<file path="src/rtl/serial_addition_module_8bit.sv">
// Bit-serial adder: one sum bit per clock, LSB first, single carry register.
// Signed overflow forces the reported sum to zero; Cout is always reported.
module serial_addition_module_8bit #(
    parameter int WIDTH = 8
) (
    input  logic             clk,
    input  logic             rst_n,
    input  logic             start,
    input  logic [WIDTH-1:0] A,
    input  logic [WIDTH-1:0] B,
    output logic             busy,
    output logic             done,
    output logic [WIDTH-1:0] Out,
    output logic             Cout,
    output logic             Overflow
);

    localparam int CW = (WIDTH > 2) ? $clog2(WIDTH) : 1;

    typedef enum logic {
        IDLE,
        RUN
    } state_t;

    state_t           state;
    logic [WIDTH-1:0] a_sr;
    logic [WIDTH-1:0] b_sr;
    logic [WIDTH-1:0] sum_sr;
    logic             carry;
    logic [CW-1:0]    cnt;

    logic             s;
    logic             co;
    logic [WIDTH-1:0] sum_next;
    logic             last;

    // Full adder on the current operand LSBs and the running carry
    always_comb begin
        s        = a_sr[0] ^ b_sr[0] ^ carry;
        co       = (a_sr[0] & b_sr[0]) | (carry & (a_sr[0] ^ b_sr[0]));
        sum_next = {s, sum_sr[WIDTH-1:1]};
        last     = (cnt == CW'(WIDTH - 1));
    end

    // Control FSM, operand/sum shifting and registered result
    always_ff @(posedge clk or negedge rst_n) begin
        if (!rst_n) begin
            state    <= IDLE;
            busy     <= 1'b0;
            done     <= 1'b0;
            Out      <= '0;
            Cout     <= 1'b0;
            Overflow <= 1'b0;
            carry    <= 1'b0;
            cnt      <= '0;
            a_sr     <= '0;
            b_sr     <= '0;
            sum_sr   <= '0;
        end else begin
            done <= 1'b0;
            unique case (state)
                IDLE: begin
                    if (start) begin
                        a_sr   <= A;
                        b_sr   <= B;
                        sum_sr <= '0;
                        carry  <= 1'b0;
                        cnt    <= '0;
                        busy   <= 1'b1;
                        state  <= RUN;
                    end
                end
                RUN: begin
                    a_sr   <= a_sr >> 1;
                    b_sr   <= b_sr >> 1;
                    sum_sr <= sum_next;
                    carry  <= co;
                    cnt    <= cnt + CW'(1);
                    if (last) begin
                        // carry holds the carry into the MSB here
                        state    <= IDLE;
                        busy     <= 1'b0;
                        done     <= 1'b1;
                        Cout     <= co;
                        Overflow <= carry ^ co;
                        Out      <= (carry ^ co) ? '0 : sum_next;
                    end
                end
                default: state <= IDLE;
            endcase
        end
    end

endmodule
</file>
<file path="config.mk">
export PLATFORM = sky130hd
export DESIGN_NAME = serial_addition_module_8bit
export DESIGN_NICKNAME = d
export VERILOG_FILES = /design/src/rtl/serial_addition_module_8bit.sv
export SDC_FILE = /design/constraint.sdc
export NUM_CORES = 1
export LEC_CHECK = 0
export ABC_CLOCK_PERIOD_IN_PS = 3600
export BUFFER_PORTS_ARGS = -buffer_cell sky130_fd_sc_hd__clkbuf_2
export CELL_PAD_IN_SITES_DETAIL_PLACEMENT = 0
export CELL_PAD_IN_SITES_GLOBAL_PLACEMENT = 1
export CORE_MARGIN = 3
export CORE_UTILIZATION = 46
export CTS_CLUSTER_SIZE = 12
export DETAILED_ROUTE_END_ITERATION = 16
export GPL_ROUTABILITY_DRIVEN = 0
export PLACE_DENSITY_LB_ADDON = 0.1
export SETUP_SLACK_MARGIN = 0.02
export SLEW_MARGIN = 10
export SYNTH_ARGS = -nofsm -noshare
export SYNTH_HDL_FRONTEND = slang
export SYNTH_SLANG_ARGS = --single-unit
</file>
<file path="constraint.sdc">
create_clock -name clk -period 3.6 [get_ports clk]
set_input_delay 0 -clock clk [delete_from_list [all_inputs] [get_ports clk]]
set_output_delay 0 -clock clk [all_outputs]
set_load 0.02 [all_outputs]
</file>
# Yosys cells after proc, flatten, opt, wreduce, memory -nomap -nowiden
# Cells that the tools add are included.
# totals
reg_bits	41
inputBits	19
output_inout_bits	12
wordCells	43
# op_classes
addsub	1
eq_ne	3
mux	19
bitwise	7
n_reduce_logical	2
# ops
cell	count
one-hot mux 8 bit (2 select lines)	3
2-to-1 mux 8 bit	4
2-to-1 mux 1 bit	7
one-hot mux 1 bit (2 select lines)	3
one-hot mux 3 bit (2 select lines)	1
AND reduction 2 bit	2
adder 3 x 1 -> 3 bit (second input constant)	1
== test 3 bit (second input constant)	1
2-to-1 mux 3 bit	1
bitwise XOR 1 bit	3
bitwise AND 1 bit	2
inequality test 2 x 1 -> 1 bit (second input constant)	1
inequality test 2 bit (second input constant)	1
inverter 1 bit	1
bitwise OR 1 bit	1

# Depth between registers and ports, before layout
# logic_depth
word_depth	5
ltp_mapped	5
depth_no_buf	4

# Worst setup path after synthesis
# Ideal clock, no wire load.
# synth_timing
path_kind	reg-to-reg
startpoint	reg carry
endpoint	reg Overflow
setup_time_ns	0.125
arrival_time_ns	1.325
required_time_ns	3.475
path_slack_ns	2.150
path_stages_with_launch	5
n_path_buf	0
period_less_slack_ns	1.450
cell_sequence	dfrtp_1 inv_1 fa_1 xnor2_2 mux2_2
# synth_via
elab_chain_len	3
# synth_rtl
element	line	source
from (decl)	29	logic carry;
from (signal assigned)	77	carry <= co;
bitwise AND 1 bit	40	co = (a_sr[0] & b_sr[0]) | (carry & (a_sr[0] ^ b_sr[0]));
bitwise OR 1 bit	40	
bitwise XOR 1 bit *	85	Overflow <= carry ^ co;
to (signal assigned)	85	
to (decl)	15	output logic Overflow
# Every way passes the cells marked *; elsewhere a longest branch is shown, timed or not.
# A chain may end at the register's enable or synchronous reset.

# Worst setup path after layout
# layout_timing
startpoint	reg cnt[0]
endpoint	reg Overflow
# layout_via
elab_chain_len	2
# layout_rtl
element	line	source
from (decl)	30	logic [CW-1:0] cnt;
from (signal assigned)	78	cnt <= cnt + CW'(1);
== test 3 bit	42	last = (cnt == CW'(WIDTH - 1));
AND reduction 2 bit (no line)	--	
# Every way passes these cells.

==> flow_metrics.tcl <==
set metrics [dict create \
    finalCritPeriodShare_pct 48.8 \
    post_layout_minimum_cycle_time_ns 1.76 \
    deepest_clock_path_buffer_count 2 \
    drt_wl_total_um 3120 \
    critical_path.top_delay_family "adder cells" \
    final_clock_skew_ns 0.00671 \
    run_status "finished, final reports clean" \
    syn_nets 178 \
    worstSetupStartpointType "flip-flop" \
    path_buf_inv 0 \
    post_drt_via_cell_ratio 4.98 \
    timing.slew.headroom_pct 35.7 \
    cts_max_level 2 \
    dp.final_hpwl_um 2050 \
    final_count_of_negative_setup_slack_endpoints 0 \
    clock_tree.root_cell "sky130_fd_sc_hd__clkbuf_8" \
    pin_count_of_the_biggest_net_entering_global_routing 60 \
    numPlacedInstances 222 \
    tritoncts "yes" \
    setup_repair_after_global_routing_missed_its_margin "false" \
    max-cap-violations 0 \
    power.total_uw 1600 \
    place.port_buffers 30 \
    dieArea_mm2 0.00461 \
    core_region_area_mm2 0.00352 \
    i_o_pins 31 \
    vias 1211 \
    grt_usage_pct 16.0 \
    share_of_cells_above_drive_strength_1_pct 20.8 \
    drt_iter0_drc 65 \
    setup.worst_path.start "cnt[0]" \
    fin_setup_tns_ns 0 \
    areaGrowthSynthToFinish_pct 20.4 \
    die_x_um 67.9 \
    drt_drc_violations_left 0 \
    floorplan.initialDensity_pct 50.1 \
    cts.reportedPaths.clkPinSlew_ns 0.08 \
    maxClockFrequency_mhz 570 \
    yosysSeqAreaShare_pct 56.7 \
    reg2regPathDepth 4 \
    critPathArrivalTime_ns 1.93 \
    r2r_startpoint "cnt[0]" \
    r2r_setup_slack_ns 1.84 \
    syn_inst 156 \
    cp_data_required_time_ns 3.78 \
    critical_path.cell_chain "ha_1 -> ha_1 -> nand2_1 -> mux2_2" \
    drtAntennaViolNets 0 \
    reg_to_reg_critical_path_endpoint "Overflow" \
    post_layout_nonfiller_instances 243 \
    initial_antenna_violation_count 0 \
    ir_worst_vdd_mv 0.384 \
    timing.setup.critical_path_class "reg -> reg" \
    min_path_type "in -> reg" \
    worst_setup_path_endpoint "Overflow" \
    synth_cell_type_count 23 \
    timing_max_transition_violations_final 0 \
    ys_ff_latch 40 \
    yosys_warnings 0 \
    cts_made_buffers 5 \
    synth.avg_cell_area_um2 11.3 \
    timing.final.hold_violations 0 \
    worstSkewPairLatency_ns 0.29 \
    static_leakage_power_uw 0.00104 \
    rows 21 \
    gr-total-overflow 0 \
    netlist_area_mm2 0.00176 \
    final_nets 218 \
    grt_first_pass_wirelength_um 5410 \
    critical-path-slowest-cell "sky130_fd_sc_hd__dfrtp_1" \
    max_stage_delay_ns 0.41 \
    num_antenna_cells 0 \
    crit_top_cell "sky130_fd_sc_hd__ha_1" \
    worst_slew_pin_slew_ns 0.965 \
    via_count_of_the_first_global_routing_pass 1227 \
    critical_path.max_fanout 11 \
    first_drt_pass_iteration_count 4 \
    crit_cells 4 \
    cts.sink_count 40 \
    die-height_um 67.9 \
    setup.worst_path.end_class "flip-flop" \
    wl_per_cell_um 12.8 \
    pwr_per_cell_area_mw_per_mm2 753 \
]
## cell families after synthesis
group	Yosys count	share of synthesized area, %
adders and majority gates	3	2.55
AOI/OAI and AO/OA	33	11.7
xor gates and xnor gates	1	0.922
DFF	40	56.7
buffers and inverters	17	5.74
and+or+nand+nor	42	10.9
muxes	20	11.4
## stage by stage
stage	hold WS (ns)	setup WS (ns)	util (%)	cell area [um^2]
finish	0.0127	1.84	60.3	2120
global route	0.0170	1.74	60.3	2120
CTS	0.00437	1.84	60.3	2120
detailed placement	0.203	1.85	54.0	1900
global placement	0.188	1.93	54.0	1900
floorplan	-0.296	2.15	-	1760
## worst min-delay path, stage by stage
cell and delay, ns:
sky130_fd_sc_hd__clkbuf_2 0.07, sky130_fd_sc_hd__mux2i_1 0.05, sky130_fd_sc_hd__o21ai_1 0.13
## report_power, final
| group | switching [uW] | total, uW | internal [uW] |
|---|---|---|---|
| Sequential | 103 | 727 | 624 |
| Combinational | 331 | 571 | 240 |
| Clock | 149 | 302 | 153 |
## area by class of cell
type / instances / area [um^2]
well taps: 46 / 57.6
clock inverters: 2 / 10.0
repair buffers: 44 / 288
flip-flops and latches: 40 / 1000
clock buffers: 6 / 82.6
inverters: 6 / 22.5
fillers: 302 / 1400
multi-input cells: 99 / 662
## repair_timing
action                                 in CTS  in global routing
setup endpoints to repair                   0                  0
gates resized for setup                     0                  0
setup buffers                               0                  0
endpoints found under the hold margin      52                  0
hold buffers                               13                  0
## registers in the layout (all words and copies together), names as in the netlist
register and cells:
Cout 1, Out 8, Overflow 1, a_sr 8, b_sr 8, busy 1, carry 1, cnt 3
done 1, state 1, sum_sr 7
## synthesized netlist by cell type (all sizes together)
cell / n / area, um^2
dfrtp: 40 / 1000
a21oi: 1 / 5.00
o21ai: 20 / 100
nor2: 4 / 15.0
nand2b: 9 / 56.3
fa: 1 / 20.0
nand3: 7 / 35.0
mux2i: 19 / 190
o22ai: 1 / 6.26
inv: 6 / 22.5
o2bb2ai: 8 / 70.1
a22o: 2 / 17.5
o31ai: 1 / 7.51
nand3b: 1 / 7.51
buf: 10 / 75.1
nand2: 21 / 78.8
mux2: 1 / 11.3
ha: 2 / 25.0
xnor2: 1 / 16.3
clkbuf: 1 / 3.75
## layer usage
layer	share of wire, %	wire, um	vias to the layer above	track usage (%)
met2	49	1530	22	25.0
met4	0.61	19	0	5.21
li1	-	-	611	-
met1	45	1420	576	20.2
met5	0	0	-	0
met3	5.0	155	2	6.40
## cell usage in the layout, fill, tap and decap left out
| cell type | count |
|---|---|
| sky130_fd_sc_hd__o22ai_1 | 1 |
| sky130_fd_sc_hd__nand2b_1 | 9 |
| sky130_fd_sc_hd__nand3b_1 | 1 |
| sky130_fd_sc_hd__a21oi_1 | 1 |
| sky130_fd_sc_hd__nor2_1 | 4 |
| sky130_fd_sc_hd__xnor2_2 | 1 |
| sky130_fd_sc_hd__clkbuf_8 | 6 |
| sky130_fd_sc_hd__buf_4 | 1 |
| sky130_fd_sc_hd__a22o_1 | 2 |
| sky130_fd_sc_hd__fa_1 | 1 |
| sky130_fd_sc_hd__dfrtp_1 | 40 |
| sky130_fd_sc_hd__o2bb2ai_1 | 8 |
| sky130_fd_sc_hd__clkinv_2 | 2 |
| sky130_fd_sc_hd__mux2i_1 | 19 |
| sky130_fd_sc_hd__inv_1 | 6 |
| sky130_fd_sc_hd__o21ai_1 | 10 |
| sky130_fd_sc_hd__ha_1 | 2 |
| sky130_fd_sc_hd__mux2_2 | 1 |
| sky130_fd_sc_hd__o31ai_1 | 1 |
| sky130_fd_sc_hd__nand3_1 | 7 |
| sky130_fd_sc_hd__clkbuf_2 | 30 |
| sky130_fd_sc_hd__nand2_1 | 21 |
| sky130_fd_sc_hd__o21ai_0 | 10 |
| sky130_fd_sc_hd__dlygate4sd3_1 | 13 |
## worst min path at each step
stage                from       to  slack, ns  depth (start not counted)
floorplan           rst_n     Cout      -0.30                          0
global placement    rst_n     done       0.19                          1
detailed placement  rst_n     done       0.20                          1
CTS                  A[3]  a_sr[3]      0.004                          3
global route         A[3]  a_sr[3]       0.02                          3
finish               A[3]  a_sr[3]       0.01                          3
Power figures use the tool's default switching activity.
